### src/rtl/pipe_pkg.sv
// Shared definitions for the elastic pipeline stage registers: occupancy
// state, default widths and the control-field layout used by stage instances.
package pipe_pkg;

  // Occupancy of the two-entry elastic buffer.
  typedef enum logic [1:0] {
    EMPTY = 2'd0,
    ONE   = 2'd1,
    FULL  = 2'd2
  } stateT;

  // Default widths of payload, control field and event counters.
  localparam int DEFAULT_DATA_W = 64;
  localparam int DEFAULT_CTRL_W = 16;
  localparam int DEFAULT_STAT_W = 16;

  // Control-field layout; an all-zero control word has no side effect.
  localparam int CTRL_ALU_OP_LSB   = 0;
  localparam int CTRL_ALU_OP_W     = 4;
  localparam int CTRL_MEM_READ     = 4;
  localparam int CTRL_MEM_WRITE    = 5;
  localparam int CTRL_WRITE_EN     = 6;
  localparam int CTRL_USES_RS      = 7;
  localparam int CTRL_USES_RT      = 8;
  localparam int CTRL_WRITE_REG_LSB = 9;
  localparam int CTRL_WRITE_REG_W  = 5;

endpackage

### src/rtl/pipe_sat_counter.sv
// Saturating event counter: counts qualifying cycles, sticks at all-ones,
// and is cleared only by reset.
module pipe_sat_counter #(
  parameter int STAT_W = 16
) (
  input  logic              CLOCK,
  input  logic              RESET,
  input  logic              INC,
  output logic [STAT_W-1:0] COUNT
);

  logic atMax;

  assign atMax = (COUNT == {STAT_W{1'b1}});

  // Count one per qualifying cycle, holding once the maximum is reached.
  always_ff @(posedge CLOCK or negedge RESET) begin
    if (!RESET) begin
      COUNT <= '0;
    end else if (INC && !atMax) begin
      COUNT <= COUNT + STAT_W'(1);
    end
  end

endmodule

### src/rtl/pipe_stage_skid.sv
// Elastic pipeline stage register: head + skid buffer with valid/ready on
// both sides, hazard STALL/FLUSH control and saturating debug counters.
// IN_READY depends only on registered occupancy, so backpressure never forms
// a combinational path from downstream back upstream.
module pipe_stage_skid
  import pipe_pkg::*;
#(
  parameter int DATA_W = DEFAULT_DATA_W,
  parameter int CTRL_W = DEFAULT_CTRL_W,
  parameter int STAT_W = DEFAULT_STAT_W
) (
  input  logic              CLOCK,
  input  logic              RESET,
  input  logic              FLUSH,
  input  logic              STALL,
  input  logic              IN_VALID,
  output logic              IN_READY,
  input  logic [DATA_W-1:0] IN_DATA,
  input  logic [CTRL_W-1:0] IN_CTRL,
  output logic              OUT_VALID,
  input  logic              OUT_READY,
  output logic [DATA_W-1:0] OUT_DATA,
  output logic [CTRL_W-1:0] OUT_CTRL,
  output logic [STAT_W-1:0] STALL_COUNT,
  output logic [STAT_W-1:0] FLUSH_COUNT,
  output logic [STAT_W-1:0] BUBBLE_COUNT
);

  stateT             state;
  stateT             stateNext;
  logic [DATA_W-1:0] headData;
  logic [DATA_W-1:0] headDataNext;
  logic [CTRL_W-1:0] headCtrl;
  logic [CTRL_W-1:0] headCtrlNext;
  logic [DATA_W-1:0] skidData;
  logic [DATA_W-1:0] skidDataNext;
  logic [CTRL_W-1:0] skidCtrl;
  logic [CTRL_W-1:0] skidCtrlNext;
  logic              outValid;
  logic              inReady;
  logic              push;
  logic              pop;
  logic              stallEvent;
  logic              flushEvent;
  logic              bubbleEvent;

  assign outValid = (state != EMPTY);
  assign inReady  = (state != FULL);
  assign push     = IN_VALID & inReady;
  assign pop      = outValid & OUT_READY & ~STALL;

  assign OUT_VALID = outValid;
  assign IN_READY  = inReady;
  assign OUT_DATA  = outValid ? headData : '0;
  assign OUT_CTRL  = outValid ? headCtrl : '0;

  // Occupancy register; reset leaves the stage empty and ready.
  always_ff @(posedge CLOCK or negedge RESET) begin
    if (!RESET) begin
      state <= EMPTY;
    end else begin
      state <= stateNext;
    end
  end

  // Head and skid storage; vacated slots are always written back to zero.
  always_ff @(posedge CLOCK or negedge RESET) begin
    if (!RESET) begin
      headData <= '0;
      headCtrl <= '0;
      skidData <= '0;
      skidCtrl <= '0;
    end else begin
      headData <= headDataNext;
      headCtrl <= headCtrlNext;
      skidData <= skidDataNext;
      skidCtrl <= skidCtrlNext;
    end
  end

  // Next occupancy and slot contents; FLUSH overrides push, pop and STALL.
  always_comb begin
    stateNext    = state;
    headDataNext = headData;
    headCtrlNext = headCtrl;
    skidDataNext = skidData;
    skidCtrlNext = skidCtrl;
    if (FLUSH) begin
      stateNext    = EMPTY;
      headDataNext = '0;
      headCtrlNext = '0;
      skidDataNext = '0;
      skidCtrlNext = '0;
    end else begin
      case (state)
        EMPTY: begin
          if (push) begin
            stateNext    = ONE;
            headDataNext = IN_DATA;
            headCtrlNext = IN_CTRL;
          end
        end
        ONE: begin
          if (push && pop) begin
            headDataNext = IN_DATA;
            headCtrlNext = IN_CTRL;
          end else if (push) begin
            stateNext    = FULL;
            skidDataNext = IN_DATA;
            skidCtrlNext = IN_CTRL;
          end else if (pop) begin
            stateNext    = EMPTY;
            headDataNext = '0;
            headCtrlNext = '0;
          end
        end
        FULL: begin
          if (pop) begin
            stateNext    = ONE;
            headDataNext = skidData;
            headCtrlNext = skidCtrl;
            skidDataNext = '0;
            skidCtrlNext = '0;
          end
        end
        default: begin
          stateNext    = EMPTY;
          headDataNext = '0;
          headCtrlNext = '0;
          skidDataNext = '0;
          skidCtrlNext = '0;
        end
      endcase
    end
  end

  assign stallEvent  = STALL & outValid;
  assign flushEvent  = FLUSH & outValid;
  assign bubbleEvent = ~outValid & OUT_READY & ~STALL;

  pipe_sat_counter #(.STAT_W(STAT_W)) stallCounter (
    .CLOCK (CLOCK),
    .RESET (RESET),
    .INC   (stallEvent),
    .COUNT (STALL_COUNT)
  );

  pipe_sat_counter #(.STAT_W(STAT_W)) flushCounter (
    .CLOCK (CLOCK),
    .RESET (RESET),
    .INC   (flushEvent),
    .COUNT (FLUSH_COUNT)
  );

  pipe_sat_counter #(.STAT_W(STAT_W)) bubbleCounter (
    .CLOCK (CLOCK),
    .RESET (RESET),
    .INC   (bubbleEvent),
    .COUNT (BUBBLE_COUNT)
  );

endmodule

### config.mk
export PLATFORM = sky130hd
export DESIGN_NAME = pipe_stage_skid
export DESIGN_NICKNAME = d
export VERILOG_FILES = /design/src/rtl/pipe_pkg.sv /design/src/rtl/pipe_sat_counter.sv /design/src/rtl/pipe_stage_skid.sv
export SDC_FILE = /design/constraint.sdc
export NUM_CORES = 1
export LEC_CHECK = 0
export CAP_MARGIN = 40
export CORE_ASPECT_RATIO = 0.7
export CORE_MARGIN = 8
export CORE_UTILIZATION = 55
export CTS_CLUSTER_DIAMETER = 30
export DETAILED_ROUTE_END_ITERATION = 8
export PLACE_DENSITY = 0.92
export SYNTH_ARGS = -nofsm -noshare
export SYNTH_HDL_FRONTEND = slang
export SYNTH_SLANG_ARGS = --single-unit
### constraint.sdc
create_clock -name CLOCK -period 3.8 [get_ports CLOCK]
set_input_delay 1.14 -clock CLOCK [delete_from_list [all_inputs] [get_ports CLOCK]]
set_output_delay 1.14 -clock CLOCK [all_outputs]
set_load 0.02 [all_outputs]
# Yosys cells after proc, flatten, opt, wreduce, memory -nomap -nowiden
# Cells that the tools add are included.
[word_totals] register_bits=210 input_bits=86 out_inout_bits=130
[op_classes] add_sub_neg=3 mux=29 reduce_logical=12 bitwise=9 n_eq_ne=14
[ops] cell="$mux 64" n=9
[ops] cell="$pmux 64 s3" n=2
[ops] cell="$mux 16" n=9
[ops] cell="$pmux 16 s3" n=2
[ops] cell="$add 16x1->16 const B" n=3
[ops] cell="$eq 16x16->1 const B" n=3
[ops] cell="$mux 2" n=6
[ops] cell="$ne 3x3->1 const B" n=4
[ops] cell="$ne 4x4->1 const B" n=3
[ops] cell="$reduce_and 4->1" n=3
[ops] cell="$and 1x1->1" n=7
[ops] cell="$pmux 2 s3" n=1
[ops] cell="$logic_and 1x1->1" n=4
[ops] cell="$ne 2x2->1 const B" n=2
[ops] cell="$logic_not 1->1" n=3
[ops] cell="$eq 2x1->1 const B" n=1
[ops] cell="$eq 2x2->1 const B" n=1
[ops] cell="$logic_not 2->1" n=1
[ops] cell="$not 1->1" n=2
[ops] cell="$reduce_bool 2->1" n=1

# Logic depth before layout (Yosys ltp)
# Gate-level depths: netlist (run 1).
[logic_depth] depth_word=8 mapped_depth=7 ltp_nobuf=6

# By module
# Synthesis (run 1) repeated with hierarchy kept, for this count alone.
[unflattened] cells_unflattened=1035 area_unflattened_um2=11499.8
[by_module_without_submodules] module="pipe_stage_skid" area_each_um2=9097.5 n_inst=1 seq_area_each_um2=4053.9 cells_each=828
[by_module_without_submodules] module="pipe_sat_counter" area_each_um2=800.8 n_inst=3 seq_area_each_um2=400.4 cells_each=69

# Worst setup path before layout (run 1)
# OpenSTA, ideal clock, no wires.
[synth_timing] kind="register -> output" start="reg state[1]" end="out OUT_CTRL[10]" arrival_ns=1.460 t_required_ns=2.660 n_path_buf=3 path_slack_ns=1.200 stages_incl_launch_ff=6 cell_sequence="dfrtp_1 > buf_4 > or2_4 > clkbuf_1 > clkbuf_1 > and2_1"
[synth_via] elab_chain_len=2
[synth_lines] item="from (decl)" line="pipe_stage_skid.sv:29" rtl="stateT state;"
[synth_lines] item="from (signal assigned)" line="pipe_stage_skid.sv:62" rtl="state <= stateNext;"
[synth_lines] item="$reduce_bool 2->1" line="pipe_stage_skid.sv:47" rtl="assign outValid = (state != EMPTY);"
[synth_lines] item="via OUT_VALID" line="pipe_stage_skid.sv:20" rtl="output logic OUT_VALID,"
[synth_lines] item="$mux 16" line="pipe_stage_skid.sv:55" rtl="assign OUT_CTRL = outValid ? headCtrl : '0;"
[synth_lines] item="to (decl)" line="pipe_stage_skid.sv:23" rtl="output logic [CTRL_W-1:0] OUT_CTRL,"
# The timed path passes the listed nets, and every way through them passes these cells.

# Final worst setup path (run 1)
[layout_timing] start="reg state[0]" end="out OUT_DATA[47]"
[layout_via] elab_chain_len=2
[layout_lines] item="$reduce_bool 2->1" line="pipe_stage_skid.sv:47"
[layout_lines] item="$mux 64" line="pipe_stage_skid.sv:54" rtl="assign OUT_DATA = outValid ? headData : '0;"
[layout_lines] item="to (decl)" line="pipe_stage_skid.sv:22" rtl="output logic [DATA_W-1:0] OUT_DATA,"
# No other way between the ends.

==> results of run 1 <==
## state kept, by name, indices dropped and copies added, names as in the netlist
signal	flops
bubbleCounter.COUNT	16
flushCounter.COUNT	16
headCtrl	16
headData	64
skidCtrl	16
skidData	64
stallCounter.COUNT	16
state	2
## cell type report
| type | instances | area, um^2 | share of cell area (%) |
|---|---|---|---|
| clock buffers | 40 | 904.6 | 6.920 |
| clock inverters | 19 | 211.5 | 1.618 |
| inverters | 9 | 33.78 | 0.2584 |
| multi-input cells | 732 | 4030 | 30.83 |
| flip-flops and latches | 210 | 5255 | 40.20 |
| well taps | 231 | 289.0 | 2.211 |
| repair buffers | 233 | 2349 | 17.97 |
## cells in the mapped netlist, drive strengths merged, types with 2 or more instances
| master | count | area, um^2 |
|---|---|---|
| nor3 | 12 | 76.33 |
| o21ai | 85 | 425.4 |
| or3 | 3 | 23.77 |
| nor2b | 4 | 25.02 |
| and2 | 80 | 500.5 |
| nor2 | 17 | 63.81 |
| and4 | 2 | 17.52 |
| nand2 | 258 | 968.4 |
| or2 | 2 | 15.02 |
| nor3b | 2 | 15.01 |
| xor2 | 19 | 166.4 |
| xnor2 | 23 | 201.4 |
| a22oi | 80 | 600.6 |
| inv | 9 | 33.78 |
| dfrtp | 210 | 5255 |
| buf | 12 | 67.56 |
| a21oi | 6 | 37.54 |
| clkbuf | 60 | 225.2 |
| nand3 | 95 | 475.5 |
| nand4 | 15 | 93.84 |
| ha | 3 | 37.54 |
| nor4 | 4 | 25.02 |
| nand2b | 3 | 18.77 |
| and3 | 4 | 25.02 |
| mux2 | 6 | 71.31 |
## what timing repair did
| action | CTS | global route |
|---|---|---|
| endpoints found under the hold margin | 0 | 0 |
| endpoints found under the setup margin | 21 | 39 |
| gates cloned | 1 | 1 |
| setup buffers | 0 | 0 |
| pin swaps | 1 | 1 |
| gates resized for setup | 0 | 1 |
## layout by cell type, fill, tap and decap left out, drive strengths merged, types with 15 or more instances in the layout
cell type	Yosys	final
and2	80	80
nand4	15	15
clkbuf	60	41
dfrtp	210	210
xor2	19	19
buf	12	18
nand3	95	95
clkdlybuf4s50	0	214
a22oi	80	80
nor2	17	17
o21ai	85	85
nand2	258	258
xnor2	23	23
## kinds of logic (layout without fill, tap and decap cells)
family / after synthesis / count (layout) / share of synthesized area, %
buffers and inverters: 81 / 301 / 3.420
DFF: 210 / 210 / 55.04
xor gates and xnor gates: 42 / 42 / 3.853
and+or+nand+nor: 503 / 505 / 24.82
muxes: 6 / 6 / 0.7469
adders and majority gates: 3 / 3 / 0.3932
AOI/OAI and AO/OA: 176 / 176 / 11.73
## how the worst min path moves through the flow
stage / startpoint / to / slack (ps) / cells after the start
6_report: skidData[26] / skidData[26] / 460 / 2
5_1_grt: skidData[1] / skidData[1] / 480 / 2
4_1_cts: skidData[49] / skidData[49] / 470 / 2
3_5_place_dp: skidData[54] / skidData[54] / 460 / 2
3_3_place_gp: skidCtrl[5] / skidCtrl[5] / 450 / 2
2_1_floorplan: skidCtrl[0] / skidCtrl[0] / 440 / 2
## worst min-delay path: cells and delay by family (launching register included)
kind	cells	cell delay [ps]
flip-flops	1	340
AND/OR/NAND/NOR	2	100
## per-layer routing
| metal | up-vias | track usage [%] | part of all wire [%] |
|---|---|---|---|
| met4 | 0 | 7.027 | 1.9 |
| met3 | 50 | 6.149 | 8.4 |
| met1 | 4100 | 31.88 | 40 |
| met2 | 398 | 41.66 | 49 |
| li1 | 3877 | - | - |
| met5 | - | 0 | 0 |
## power by group through the flow
stage	logic [mW]	registers, mW	clock network (mW)
floorplan	0.506	2.71	0
global placement	1.10	2.66	0
detailed placement	1.14	2.67	0
CTS	1.15	2.64	3.02
global route	1.24	2.67	3.11
finish	1.15	2.64	2.99
## metrics by stage
step / hold slack, ps / area, um^2 / instances / power [mW]
floorplan: 439.1 / 9548 / 1021 / 3.214
global placement: 449.0 / 11910 / 1412 / 3.758
detailed placement: 455.8 / 11940 / 1413 / 3.807
CTS: 466.6 / 13060 / 1473 / 6.807
global route: 484.3 / 13070 / 1474 / 7.023
finish: 464.7 / 13070 / 1474 / 6.775
==> metrics.txt, run 1 <==
status=finished, final reports clean; Num CTS Buffers=34; setup ws final=114.4 ps; Seq/Total Area, Yosys=55.04%; max frequency=271.3 MHz; CP max stage cell=dfrtp_1; vias in the first global route=8629; router iterations before antenna repair=6; CP Max Fanout=21; hold_buf cts=0; Int Pwr=4.866 mW; final net count=1309; r2r worst-path depth=5; leakage power=6.055 nW; die area=21900 um^2; Comb power frac=16.9%; WL/cell=18.95 um; Critical Path End=OUT_DATA[47]; initial antenna violation count=0; count of pins over their slew limit=0; Die Y=126.2 um; CP required=2660 ps; CP peak stage delay=720 ps; Post-Syn Nets=1110; Avg Synthesized Cell Area=9.352 um^2; Post-synth EDFFs=0; ANT cells=0; Yosys cell types=43; DR vias=8425; Primary FF master, synth=dfrtp_1; CTS max path bufs=3; Worst-path clk slew=60 ps; Buf/Inv on CP=1; ys async rst share=100.0%; dpl ws=484.8 ps; HP Class=reg2reg; crit-path leading delay family=simple AND/OR/NAND/NOR gates; power per cell area=518.3 nW/um^2; H-Tree Depth=2; slew margin rel.=38.34%; Critical Path Start=state[0]; CTS tree=yes; layout cells sized above 1=7.723%; global-route wire length before repair=45280 um; Ys Warns=0; CP cell instances=or2_2, and2_1, clkdlybuf4s50_1; total overflow reported by the global router=0; switching share of total power=28.17%; worst reg-to-reg setup slack=1240 ps; DRC=0; Worst-Margin Slew=924.9 ps; # rows=40; reg2reg start=state[0]; Die W=173.5 um; Final setup viols=0; vias per cell=5.716; remaining antenna violation count=0; Layout Utilization=76.60%; Placer Congestion=0.8504; Root Buffer=clkbuf_16; Clk network pwr share=44.1%; final WL=27940 um; Period Utilization, post-route=96.99%; critical path capture point type=output port; Core Region=17070 um^2; RSZ-0062 raised after global routing=false; fill cell count=1147; Sum Neg Setup Slack=0 ps; crit path DAT=2550 ps; Critical Path Stages=3; critical path type=reg2out; Starting Density=55.95%; NetSw=1.909 mW; Flop pwr share=39.0%; synthesized cell area=9548 um^2; Yosys reg bits=210; Cells after Synth=1021; largest net degree at the start of global routing=89; initial DRC count=969; Final Hold Violating Endpoints=0; reg2reg end=stallCounter.COUNT[15]; Clk Latency, worst-skew pair=480 ps; port bufs=215; post-route minimum period=3686 ps; Ports=216; CP startpoint kind=flip-flop; worst vdd ir=0.0004358 V; final setup skew=15.51 ps; clock sinks=210; Area growth, synth to finish=36.91%; All-Layer GR Usage=24.93%; maxcap violations=0; dpl hpwl=17640 um
(Power assumes the default switching activity.)
==> run 2, diff against run 1 <==
PLACE_DENSITY = not set   (was 0.92)
PLACE_DENSITY_LB_ADDON = 0.3   (was not set)
==> run 2 against run 1 <==
  * Total power up 3.1%
  * First-iteration DRC count up 1.0%
  * Worst hold slack worse by 1.8 ps
  * Sequential power barely moved
  * Flip-flop and latch count stayed put
  * Worst setup slack better by 83 ps
  * Sequential share of layout area is 0.36 points lower
==> metrics.txt, run 2 (synthesis gave the netlist of run 1 again) <==
Comb power frac=16.4% (was 16.9%); H-Tree Depth=2 (unchanged); switching share of total power=27.80% (was 28.17%); worst vdd ir=0.0004903 V (was 0.0004358 V); All-Layer GR Usage=25.17% (was 24.93%); RSZ-0062 raised after global routing=false (unchanged); count of pins over their slew limit=0 (unchanged); max frequency=277.6 MHz (was 271.3 MHz); largest net degree at the start of global routing=91 (was 89); commonest non-fill, non-tap cell in the layout=nand2_1 (unchanged); fill cell count=1146 (was 1147); commonest cells after routing, fill and taps aside=258 x nand2_1, 214 x clkdlybuf4s50_1, 209 x dfrtp_1 (was 258 x nand2_1, 214 x clkdlybuf4s50_1, 210 x dfrtp_1); final net count=1308 (was 1309); Worst-Margin Slew=746.4 ps (was 924.9 ps); power per cell area=529.4 nW/um^2 (was 518.3 nW/um^2); Sum Neg Setup Slack=0 ps (unchanged); CP peak stage delay=620 ps (was 720 ps); NetSw=1.942 mW (was 1.909 mW); Root Buffer=clkbuf_16 (unchanged); Buf/Inv on CP=1 (unchanged); Layout Utilization=77.32% (was 76.60%); HP Class=reg2reg (unchanged); # rows=40 (unchanged); Starting Density=55.95% (unchanged); layout cells sized above 1=7.871% (was 7.723%); dpl cell area=11960 um^2 (was 11940 um^2); final setup skew=19.81 ps (was 15.51 ps); post-route cell area=13200 um^2 (was 13070 um^2); Num CTS Buffers=37 (was 34); post-route minimum period=3603 ps (was 3686 ps); Placer Congestion=0.8025 (was 0.8504); Final setup viols=0 (unchanged); CP cell instances=or2_4, and2_1, clkdlybuf4s50_1 (was or2_2, and2_1, clkdlybuf4s50_1); postcts setup bufs=0 (unchanged); die area=21900 um^2 (unchanged); Die W=173.5 um (unchanged); critical path capture point type=output port (unchanged); Flop pwr share=37.9% (was 39.0%); CP Max Fanout=42 (was 21); hold_buf cts=0 (unchanged); router iterations before antenna repair=5 (was 6); DR vias=8343 (was 8425); CP required=2660 ps (about the same); CTS max path bufs=3 (unchanged); cell total after placement=1410 (was 1413); final WL=27920 um (was 27940 um); crit-path leading delay family=simple AND/OR/NAND/NOR gates (unchanged); maxcap violations=0 (unchanged); clock sinks=210 (unchanged); leakage power=6.098 nW (was 6.055 nW); Area growth, synth to finish=38.20% (was 36.91%); Int Pwr=5.043 mW (was 4.866 mW); CP max stage cell=clkdlybuf4s50_1 (was dfrtp_1); dpl hpwl=16880 um (was 17640 um); initial DRC count=979 (was 969); Ports=216 (unchanged); port bufs=215 (unchanged); vias in the first global route=8533 (was 8629); Finished Layout Cells=1478 (was 1474); Core Region=17070 um^2 (unchanged); Period Utilization, post-route=94.81% (was 96.99%); Clk Latency, worst-skew pair=500 ps (was 480 ps); global-route wire length before repair=45580 um (was 45280 um); total overflow reported by the global router=0 (unchanged); Clk network pwr share=45.7% (was 44.1%); WL/cell=18.89 um (was 18.95 um); Final Hold Violating Endpoints=0 (unchanged); status=finished, final reports clean (unchanged); vias per cell=5.645 (was 5.716); crit path DAT=2460 ps (was 2550 ps); CTS tree=yes (unchanged); slew margin rel.=50.24% (was 38.34%); CP startpoint kind=flip-flop (unchanged); DRC=0 (unchanged); registers with the most flip-flops=headData (64), skidData (64) (unchanged); Worst-path clk slew=50 ps (was 60 ps); critical path type=reg2out (unchanged); remaining antenna violation count=0 (unchanged); Die Y=126.2 um (unchanged); initial antenna violation count=4 (was 0)
## run 2: changes by cell type in the layout (fill, tap and decap cells not counted), sizes merged
cell / before / now
clkbuf: 41 / 53
buf: 18 / 15
bufinv: 3 / 1
clkinv: 9 / 7
diode: 0 / 2
inv: 12 / 10
or2: 4 / 3
## run 2: cell type report
type	count	area, um^2	share of cell area (%)
Antenna cell	2	5.005	0.03793
Inverter	9	33.78	0.2560
Clock inverter	13	118.9	0.9008
Multi-Input combinational cell	731	4024	30.49
Tap cell	231	289.0	2.190
Timing Repair Buffer	230	2364	17.91
Sequential cell	210	5256	39.83
Clock buffer	52	1105	8.373
## run 2: power by group through the flow
stage / clock network [mW] / logic (mW) / registers (mW)
2_1_floorplan: 0 / 0.506 / 2.71
3_3_place_gp: 0 / 1.11 / 2.66
3_5_place_dp: 0 / 1.14 / 2.67
4_1_cts: 3.23 / 1.15 / 2.64
5_1_grt: 3.34 / 1.25 / 2.67
6_report: 3.19 / 1.15 / 2.65
## run 2: worst min-delay path: stages, from the launching register on
cell     delay (ps)
dfrtp_1         330
nand2_1          50
nand2_1          50
## run 2: timing repair
action | in CTS | in global routing
endpoints found under the setup margin | 10 | 80
pin swaps | 1 | 1
gates cloned | 0 | 1
gates resized for setup | 1 | 1
## run 2: through the flow
stage	setup WS [ps]	power [mW]	hold slack, ps
finish	197.2	6.985	462.8
CTS	18.89	7.021	465.5
floorplan	1200	3.214	439.1
global route	102.2	7.258	486.7
global placement	563.9	3.767	449.0
detailed placement	489.5	3.807	455.8
## run 2: worst paths after layout
path | slack [ps] | cells after the start | from | to
worst max register to register | 1400 | 5 | state[1] | stallCounter.COUNT[14]
max in group asynchronous | 2210 | 2 | RESET | headData[11]
min in group asynchronous | 710 | 1 | RESET | flushCounter.COUNT[4]
worst min register to register | 460 | 2 | skidCtrl[9] | skidCtrl[9]
worst min-delay path | 460 | 2 | skidCtrl[9] | skidCtrl[9]
worst max-delay path | 200 | 3 | state[1] | OUT_CTRL[2]
## run 2: metal layers
metal	up-vias	wire length [um]	GRT usage, %
met5	-	24	0
met2	387	13290	40.38
li1	3874	-	-
met3	47	2324	6.716
met4	4	529	8.342
met1	4031	11760	32.82
